File: src/rtl/pe_pkg.sv
// Shared types and geometry for the PE feeder: line/element sizes and the feeder FSM states.
// A line holds LINE_ELEMS halfword elements; element 0 sits in the most significant halfword.
package pe_pkg;

    localparam int unsigned ELEM_W     = 16;
    localparam int unsigned LINE_W     = 512;
    localparam int unsigned LINE_ELEMS = 32;
    localparam int unsigned ELEM_IDX_W = $clog2(LINE_ELEMS);
    localparam int unsigned RES_W      = 32;
    localparam int unsigned RES_IDX_W  = 8;

    typedef enum logic [1:0] {
        StIdle,
        StFetch,
        StFill,
        StStream
    } pe_state_e;

endpackage

File: src/rtl/pe_feeder_if.sv
// Bundle of instruction, line-read, PE-stream and result signals around the PE feeder.
// master is the feeder side; slave is the surrounding system (memory, PE, instruction source).
interface pe_feeder_if #(
    parameter int unsigned LEN_W  = 8,
    parameter int unsigned ADDR_W = 11
);
    import pe_pkg::*;

    logic                 inst_vld;
    logic                 inst_rdy;
    logic [LEN_W-1:0]     inst_len;

    logic                 rd_en;
    logic [ADDR_W-1:0]    rd_addr;
    logic [LINE_W-1:0]    neuron_line;
    logic [LINE_W-1:0]    weight_line;

    logic [ELEM_W-1:0]    pe_neuron;
    logic [ELEM_W-1:0]    pe_weight;
    logic [1:0]           pe_ctl;
    logic                 pe_vld;

    logic [RES_W-1:0]     pe_result;
    logic                 pe_vld_o;

    logic                 res_vld;
    logic [RES_W-1:0]     res_data;
    logic [RES_IDX_W-1:0] res_idx;

    modport master (
        input  inst_vld, inst_len, neuron_line, weight_line, pe_result, pe_vld_o,
        output inst_rdy, rd_en, rd_addr, pe_neuron, pe_weight, pe_ctl, pe_vld,
        output res_vld, res_data, res_idx
    );

    modport slave (
        output inst_vld, inst_len, neuron_line, weight_line, pe_result, pe_vld_o,
        input  inst_rdy, rd_en, rd_addr, pe_neuron, pe_weight, pe_ctl, pe_vld,
        input  res_vld, res_data, res_idx
    );

endinterface

File: src/rtl/pe_line_buf.sv
// Holds one fetched neuron/weight line pair and selects the element currently being streamed.
module pe_line_buf
    import pe_pkg::*;
(
    input  logic                  clk,
    input  logic                  rst_n,
    input  logic                  ld_en_i,
    input  logic [LINE_W-1:0]     neuron_line_i,
    input  logic [LINE_W-1:0]     weight_line_i,
    input  logic [ELEM_IDX_W-1:0] elem_idx_i,
    output logic [ELEM_W-1:0]     neuron_o,
    output logic [ELEM_W-1:0]     weight_o
);

    logic [LINE_ELEMS-1:0][ELEM_W-1:0] neuron_q;
    logic [LINE_ELEMS-1:0][ELEM_W-1:0] weight_q;
    logic [ELEM_IDX_W-1:0]             slot;

    always_ff @(posedge clk or negedge rst_n) begin
        if (!rst_n) begin
            neuron_q <= '0;
            weight_q <= '0;
        end else if (ld_en_i) begin
            neuron_q <= neuron_line_i;
            weight_q <= weight_line_i;
        end
    end

    // Element 0 is the top halfword, so the packed slot runs opposite to the element index.
    assign slot     = ELEM_IDX_W'(LINE_ELEMS - 1) - elem_idx_i;
    assign neuron_o = neuron_q[slot];
    assign weight_o = weight_q[slot];

endmodule

File: src/rtl/pe_feeder.sv
// Accepts multi-line instructions, fetches lines and streams their elements serially to the PE,
// prefetching the next line so consecutive groups flow without a bubble; forwards PE results.
module pe_feeder
    import pe_pkg::*;
#(
    parameter int unsigned LEN_W   = 8,
    parameter int unsigned ADDR_W  = 11,
    parameter int unsigned MAX_OUT = 4
) (
    input logic         clk,
    input logic         rst_n,
    pe_feeder_if.master bus
);

    localparam int unsigned CNT_W = $clog2(MAX_OUT + 1);
    localparam logic [ELEM_IDX_W-1:0] ELEM_LAST     = ELEM_IDX_W'(LINE_ELEMS - 1);
    localparam logic [ELEM_IDX_W-1:0] ELEM_PRE_LAST = ELEM_IDX_W'(LINE_ELEMS - 2);
    localparam logic [ELEM_IDX_W-1:0] ELEM_PREFETCH = ELEM_IDX_W'(LINE_ELEMS - 3);

    pe_state_e             state_q, state_d;
    logic [LEN_W-1:0]      len_q, len_d;
    logic [LEN_W-1:0]      grp_q, grp_d;
    logic [ELEM_IDX_W-1:0] elem_q, elem_d;
    logic [ADDR_W-1:0]     line_ptr_q, line_ptr_d;
    logic [ADDR_W-1:0]     rd_addr_q, rd_addr_d;
    logic                  rd_en_q, rd_en_d;
    logic                  pe_vld_q, pe_vld_d;
    logic [1:0]            pe_ctl_q, pe_ctl_d;
    logic [CNT_W-1:0]      out_cnt_q, out_cnt_d;
    logic                  res_vld_q, res_vld_d;
    logic [RES_W-1:0]      res_data_q, res_data_d;
    logic [RES_IDX_W-1:0]  res_idx_q, res_idx_d;

    logic                  inst_rdy;
    logic                  start;
    logic                  last_grp;
    logic                  buf_ld;
    logic [ELEM_W-1:0]     buf_neuron;
    logic [ELEM_W-1:0]     buf_weight;

    assign inst_rdy = (state_q == StIdle) && (out_cnt_q < CNT_W'(MAX_OUT));
    // Zero-length instructions complete the handshake but never start a stream.
    assign start    = bus.inst_vld && inst_rdy && (bus.inst_len != '0);
    assign last_grp = (grp_q == len_q - LEN_W'(1));

    // Load on FILL, and at the final element of a non-last group when the prefetched line lands.
    assign buf_ld = (state_q == StFill) ||
                    ((state_q == StStream) && (elem_q == ELEM_LAST) && !last_grp);

    always_comb begin
        state_d    = state_q;
        len_d      = len_q;
        grp_d      = grp_q;
        elem_d     = elem_q;
        line_ptr_d = line_ptr_q;
        rd_en_d    = 1'b0;
        rd_addr_d  = '0;
        pe_vld_d   = 1'b0;
        pe_ctl_d   = 2'b00;

        unique case (state_q)
            StIdle: begin
                if (start) begin
                    state_d    = StFetch;
                    len_d      = bus.inst_len;
                    rd_en_d    = 1'b1;
                    rd_addr_d  = line_ptr_q;
                    line_ptr_d = line_ptr_q + ADDR_W'(1);
                end
            end
            StFetch: begin
                state_d = StFill;
            end
            StFill: begin
                state_d  = StStream;
                grp_d    = '0;
                elem_d   = '0;
                pe_vld_d = 1'b1;
                pe_ctl_d = 2'b01;
            end
            StStream: begin
                if (elem_q == ELEM_LAST) begin
                    if (last_grp) begin
                        state_d = StIdle;
                    end else begin
                        grp_d    = grp_q + LEN_W'(1);
                        elem_d   = '0;
                        pe_vld_d = 1'b1;
                    end
                end else begin
                    elem_d      = elem_q + ELEM_IDX_W'(1);
                    pe_vld_d    = 1'b1;
                    pe_ctl_d[1] = last_grp && (elem_q == ELEM_PRE_LAST);
                    // Registered, so the request appears while the stream is at element 30.
                    if ((elem_q == ELEM_PREFETCH) && !last_grp) begin
                        rd_en_d    = 1'b1;
                        rd_addr_d  = line_ptr_q;
                        line_ptr_d = line_ptr_q + ADDR_W'(1);
                    end
                end
            end
            default: begin
                state_d = StIdle;
            end
        endcase
    end

    always_comb begin
        out_cnt_d = out_cnt_q;
        if (start && !bus.pe_vld_o) begin
            out_cnt_d = out_cnt_q + CNT_W'(1);
        end else if (!start && bus.pe_vld_o && (out_cnt_q != '0)) begin
            out_cnt_d = out_cnt_q - CNT_W'(1);
        end
    end

    always_comb begin
        res_vld_d  = bus.pe_vld_o;
        res_data_d = bus.pe_vld_o ? bus.pe_result : '0;
        res_idx_d  = bus.pe_vld_o ? res_idx_q + RES_IDX_W'(1) : res_idx_q;
    end

    always_ff @(posedge clk or negedge rst_n) begin
        if (!rst_n) begin
            state_q    <= StIdle;
            len_q      <= '0;
            grp_q      <= '0;
            elem_q     <= '0;
            line_ptr_q <= '0;
            rd_en_q    <= 1'b0;
            rd_addr_q  <= '0;
            pe_vld_q   <= 1'b0;
            pe_ctl_q   <= 2'b00;
            out_cnt_q  <= '0;
            res_vld_q  <= 1'b0;
            res_data_q <= '0;
            res_idx_q  <= '0;
        end else begin
            state_q    <= state_d;
            len_q      <= len_d;
            grp_q      <= grp_d;
            elem_q     <= elem_d;
            line_ptr_q <= line_ptr_d;
            rd_en_q    <= rd_en_d;
            rd_addr_q  <= rd_addr_d;
            pe_vld_q   <= pe_vld_d;
            pe_ctl_q   <= pe_ctl_d;
            out_cnt_q  <= out_cnt_d;
            res_vld_q  <= res_vld_d;
            res_data_q <= res_data_d;
            res_idx_q  <= res_idx_d;
        end
    end

    pe_line_buf u_line_buf (
        .clk           (clk),
        .rst_n         (rst_n),
        .ld_en_i       (buf_ld),
        .neuron_line_i (bus.neuron_line),
        .weight_line_i (bus.weight_line),
        .elem_idx_i    (elem_q),
        .neuron_o      (buf_neuron),
        .weight_o      (buf_weight)
    );

    assign bus.inst_rdy  = inst_rdy;
    assign bus.rd_en     = rd_en_q;
    assign bus.rd_addr   = rd_addr_q;
    assign bus.pe_vld    = pe_vld_q;
    assign bus.pe_ctl    = pe_ctl_q;
    assign bus.pe_neuron = pe_vld_q ? buf_neuron : '0;
    assign bus.pe_weight = pe_vld_q ? buf_weight : '0;
    assign bus.res_vld   = res_vld_q;
    assign bus.res_data  = res_data_q;
    assign bus.res_idx   = res_idx_q;

endmodule
File: src/flat_wrapper.sv
// flat-port wrapper written by rule: the top's interface ports become plain ports
module pe_feeder_flat import pe_pkg::*;
#(
    parameter int unsigned LEN_W   = 8,
    parameter int unsigned ADDR_W  = 11,
    parameter int unsigned MAX_OUT = 4
)
  (clk, rst_n, bus_inst_vld, bus_inst_len, bus_neuron_line, bus_weight_line, bus_pe_result, bus_pe_vld_o, bus_inst_rdy, bus_rd_en, bus_rd_addr, bus_pe_neuron, bus_pe_weight, bus_pe_ctl, bus_pe_vld, bus_res_vld, bus_res_data, bus_res_idx);
  pe_feeder_if #(.LEN_W(LEN_W), .ADDR_W(ADDR_W)) bus_i ();
  input logic clk;
  input logic rst_n;
  input wire logic [$bits(bus_i.inst_vld)-1:0] bus_inst_vld;
  input wire logic [$bits(bus_i.inst_len)-1:0] bus_inst_len;
  input wire logic [$bits(bus_i.neuron_line)-1:0] bus_neuron_line;
  input wire logic [$bits(bus_i.weight_line)-1:0] bus_weight_line;
  input wire logic [$bits(bus_i.pe_result)-1:0] bus_pe_result;
  input wire logic [$bits(bus_i.pe_vld_o)-1:0] bus_pe_vld_o;
  output wire logic [$bits(bus_i.inst_rdy)-1:0] bus_inst_rdy;
  output wire logic [$bits(bus_i.rd_en)-1:0] bus_rd_en;
  output wire logic [$bits(bus_i.rd_addr)-1:0] bus_rd_addr;
  output wire logic [$bits(bus_i.pe_neuron)-1:0] bus_pe_neuron;
  output wire logic [$bits(bus_i.pe_weight)-1:0] bus_pe_weight;
  output wire logic [$bits(bus_i.pe_ctl)-1:0] bus_pe_ctl;
  output wire logic [$bits(bus_i.pe_vld)-1:0] bus_pe_vld;
  output wire logic [$bits(bus_i.res_vld)-1:0] bus_res_vld;
  output wire logic [$bits(bus_i.res_data)-1:0] bus_res_data;
  output wire logic [$bits(bus_i.res_idx)-1:0] bus_res_idx;
  assign bus_i.inst_vld = bus_inst_vld;
  assign bus_i.inst_len = bus_inst_len;
  assign bus_i.neuron_line = bus_neuron_line;
  assign bus_i.weight_line = bus_weight_line;
  assign bus_i.pe_result = bus_pe_result;
  assign bus_i.pe_vld_o = bus_pe_vld_o;
  assign bus_inst_rdy = bus_i.inst_rdy;
  assign bus_rd_en = bus_i.rd_en;
  assign bus_rd_addr = bus_i.rd_addr;
  assign bus_pe_neuron = bus_i.pe_neuron;
  assign bus_pe_weight = bus_i.pe_weight;
  assign bus_pe_ctl = bus_i.pe_ctl;
  assign bus_pe_vld = bus_i.pe_vld;
  assign bus_res_vld = bus_i.res_vld;
  assign bus_res_data = bus_i.res_data;
  assign bus_res_idx = bus_i.res_idx;
  pe_feeder #(.LEN_W(LEN_W), .ADDR_W(ADDR_W), .MAX_OUT(MAX_OUT)) u_core (.clk(clk), .rst_n(rst_n), .bus(bus_i));
endmodule
File: config.mk
export PLATFORM = sky130hd
export DESIGN_NAME = pe_feeder_flat
export DESIGN_NICKNAME = d
export VERILOG_FILES = /design/src/rtl/pe_pkg.sv /design/src/rtl/pe_feeder_if.sv /design/src/rtl/pe_line_buf.sv /design/src/rtl/pe_feeder.sv /design/src/flat_wrapper.sv
export SDC_FILE = /design/constraint.sdc
export NUM_CORES = 2
export LEC_CHECK = 0
export BUFFER_PORTS_ARGS = -buffer_cell sky130_fd_sc_hd__buf_2
export CAP_MARGIN = 20
export CORE_AREA = 2 2 452 454
export CTS_CLUSTER_DIAMETER = 80
export DETAILED_ROUTE_END_ITERATION = 8
export DIE_AREA = 0 0 454 456
export SLEW_MARGIN = 20
export SYNTH_ARGS = -nofsm -noshare
export SYNTH_HDL_FRONTEND = slang
export SYNTH_SLANG_ARGS = --single-unit
File: constraint.sdc
create_clock -name clk -period 3.1 [get_ports clk]
set_clock_uncertainty 0.1 [all_clocks]
set_input_delay 0.62 -clock clk [delete_from_list [all_inputs] [get_ports clk]]
set_output_delay 0.62 -clock clk [all_outputs]
set_load 0.02 [all_outputs]
==> flow_metrics.tcl <==
set metrics [dict create \
    status "finished with violations" \
    violations "setup timing" \
    clkLatencyLatePin_ns 0.77 \
    p_sw_mw 30.0 \
    synth-edff-count 0 \
    yosys.area.top_type "dfrtp_1" \
    final_area_um2 82100 \
    cp_max_fo 9 \
    crit_arrival_ns 3.40 \
    h-tree-depth 4 \
    timing.final.crit_share_pct 133 \
    fin_crit_ns 4.12 \
    drive_gt1_share_pct 52.6 \
    fin_ws_ns -1.02 \
    cts_buffer_depth 3 \
    drtAntennaViolNets 0 \
    synth-seq-area-share_pct 55.8 \
    io_pins 1157 \
    drc 0 \
    start_util_pct 24.8 \
    die_y_um 456 \
    nets 6628 \
    syn-num-nets 4070 \
    syn_inst 2990 \
    power_frac_clock_pct 18.5 \
    grt_util_all_layers_pct 22.2 \
    vias 40100 \
    cp_slowest_cell "mux4_2" \
    rsz0062_at_grt "true" \
    hold_viol_final 0 \
    drtPass1Iterations 7 \
    synth_flop_cell "dfrtp_1" \
    die_area_um2 207000 \
    synth_warnings 0 \
    p_int_mw 58.0 \
    grt_first_pass_wirelength_um 326000 \
    maxCapViolCount 0 \
    synth_area_leaders "dfrtp_1 56%, mux2_2 15%, mux4_2 14%" \
    die-width_um 454 \
    synth.top_cell.area_share_pct 55.8 \
    pre_cts_ws_ns -0.434 \
    port_buffers 1156 \
    area_growth_pct 64.0 \
    grt_pass1_vias 43500 \
    setup_viol 978 \
    total_power_mw 88.1 \
    combinationalPowerShare_pct 50.2 \
    cts_buffers 133 \
    hpwl_um 170000 \
    required_ns 2.38 \
    grt_max_degree 93 \
    fp.coreArea_um2 202000 \
    p_seq_share_pct 31.3 \
    p_leak_nw 36.8 \
    grt_overflow 0 \
    holdWs_ns 0.0897 \
    hold_class "in2reg" \
    cts.sinks 1117 \
    slowest_delay_ns 0.63 \
    switching_share_pct 34.1 \
    antenna_found_initial 121 \
    slew_headroom_pct 53.4 \
    fmax_ghz 0.242 \
    tritoncts "done" \
    place_area_um2 60700 \
    ys_types 53 \
    viasPerCell 4.76 \
    synth_common_cells "1117 x dfrtp_1, 663 x mux2_2, 364 x mux2_1" \
    critPathBufInv 5 \
    synth_seq_cells 1117 \
    start_kind "flop" \
    post-synth-top-count-cell "dfrtp_1" \
    postSynthAreaPerCell_um2 16.7 \
    critical_path_class "reg2out" \
    synthesis.area_um2 50100 \
    final_core_util_pct 40.7 \
    drt_iter0_markers 2935 \
    crit_chain "buf_12 -> buf_16 -> buf_12 -> mux4_2 -> mux4_2 -> mux2i_1 -> buf_4 -> nor2b_2 -> buf_6" \
    clk_pin_slew_ns 0.06 \
    synthArstFlopShare_pct 100 \
    wl_um 240000 \
    endpoint_kind "output port" \
    irDropWorstVdd_v 0.000593 \
    tightest_slew_ns 0.699 \
    cts_root_buf "clkbuf_16" \
    power.density_nw_per_um2 1070 \
    gp_congestion 0.930 \
    slew_viol_final 0 \
    cp_top_family "multiplexers" \
    wl_per_cell_um 28.6 \
    rows 165 \
]
==> cell type report <==
type	instances	area, µm²
well taps	2672	3340
clock inverters	44	588
repair buffers	2630	23400
clock buffers	191	3930
flip-flops and latches	1117	28000
multi-input cells	1654	22500
fillers	18100	120000
inverters	12	45.0
diodes	100	250
==> registers in the layout (all words and copies together) (netlist names), 2 cells and up <==
signal and flops:
u_core.u_line_buf.weight_q 512, u_core.u_line_buf.neuron_q 512, u_core.state_q 2, u_core.out_cnt_q 3
u_core.len_q 8, u_core.bus.res_data 32, u_core.bus.res_idx 8, u_core.line_ptr_q 11
u_core.bus.pe_ctl 2, u_core.grp_q 8, u_core.elem_q 5, u_core.bus.rd_addr 11
==> power groups by stage <==
stage               logic [mW]  clock network, mW  registers, mW
floorplan                 21.4                  0           24.4
global placement          31.5                  0           27.2
detailed placement        32.1                  0           27.2
CTS                       41.1               16.6           27.1
global route              46.4               17.3           28.1
finish                    44.2               16.3           27.5
==> worst paths after layout <==
check	startpoint	endpoint	slack, ns	cells after the start
min in group asynchronous	rst_n	u_core.len_q[1]	0.33	2
max in group asynchronous	rst_n	u_core.u_line_buf.neuron_q[465]	1.47	3
worst max register to register	u_core.len_q[0]	u_core.u_line_buf.neuron_q[196]	-0.29	16
worst min register to register	u_core.line_ptr_q[10]	u_core.line_ptr_q[10]	0.37	1
worst max-delay path	u_core.elem_q[0]	bus_pe_neuron[4]	-1.02	9
worst min-delay path	bus_weight_line[426]	u_core.u_line_buf.weight_q[426]	0.09	2
==> kinds of logic (layout without fill, tap and decap cells) <==
kind of cell | count (synthesis) | after routing | synth area share (%)
other cells | 0 | 100 | 0
simple gates | 184 | 184 | 2.05
buf+inv | 219 | 2877 | 2.46
xor+xnor | 30 | 30 | 0.525
compound gates | 45 | 45 | 0.587
mux | 1383 | 1383 | 38.2
fa+ha+maj | 12 | 12 | 0.315
flops | 1117 | 1117 | 55.8
==> placed cells by master (no fill, tap or decap), types with 100 or more instances in the layout <==
cell type,instances
buf_4,155
mux4_2,320
dlygate4sd3_1,1050
mux2_4,387
diode_2,100
dfrtp_1,1110
buf_2,1129
clkbuf_16,157
mux2_1,214
mux2_2,426
buf_12,117
==> layer usage <==
layer,GRT usage [%],share of wire [%]
met5,0,0.074
met3,4.62,6.2
met2,37.6,49
met1,25.4,37
met4,13.8,7.0
==> through the flow <==
| step | TNS, ns | std cells |
|---|---|---|
| after floorplan | 0 | 2990 |
| after global placement | -70.05 | 6829 |
| after detailed placement | -176.85 | 6829 |
| after CTS | -120.77 | 8282 |
| after global routing | -246.36 | 8404 |
| final | -169.35 | 8420 |
==> repair_timing <==
item	4_1_cts	5_1_grt
endpoints found under the setup margin	1005	1035
pin swaps	5	6
cloned	74	26
setup buffers	96	44
resized for setup	261	455
hold endpoints to repair	1093	0
hold buffers	1050	0
(Power assumes the default switching activity.)
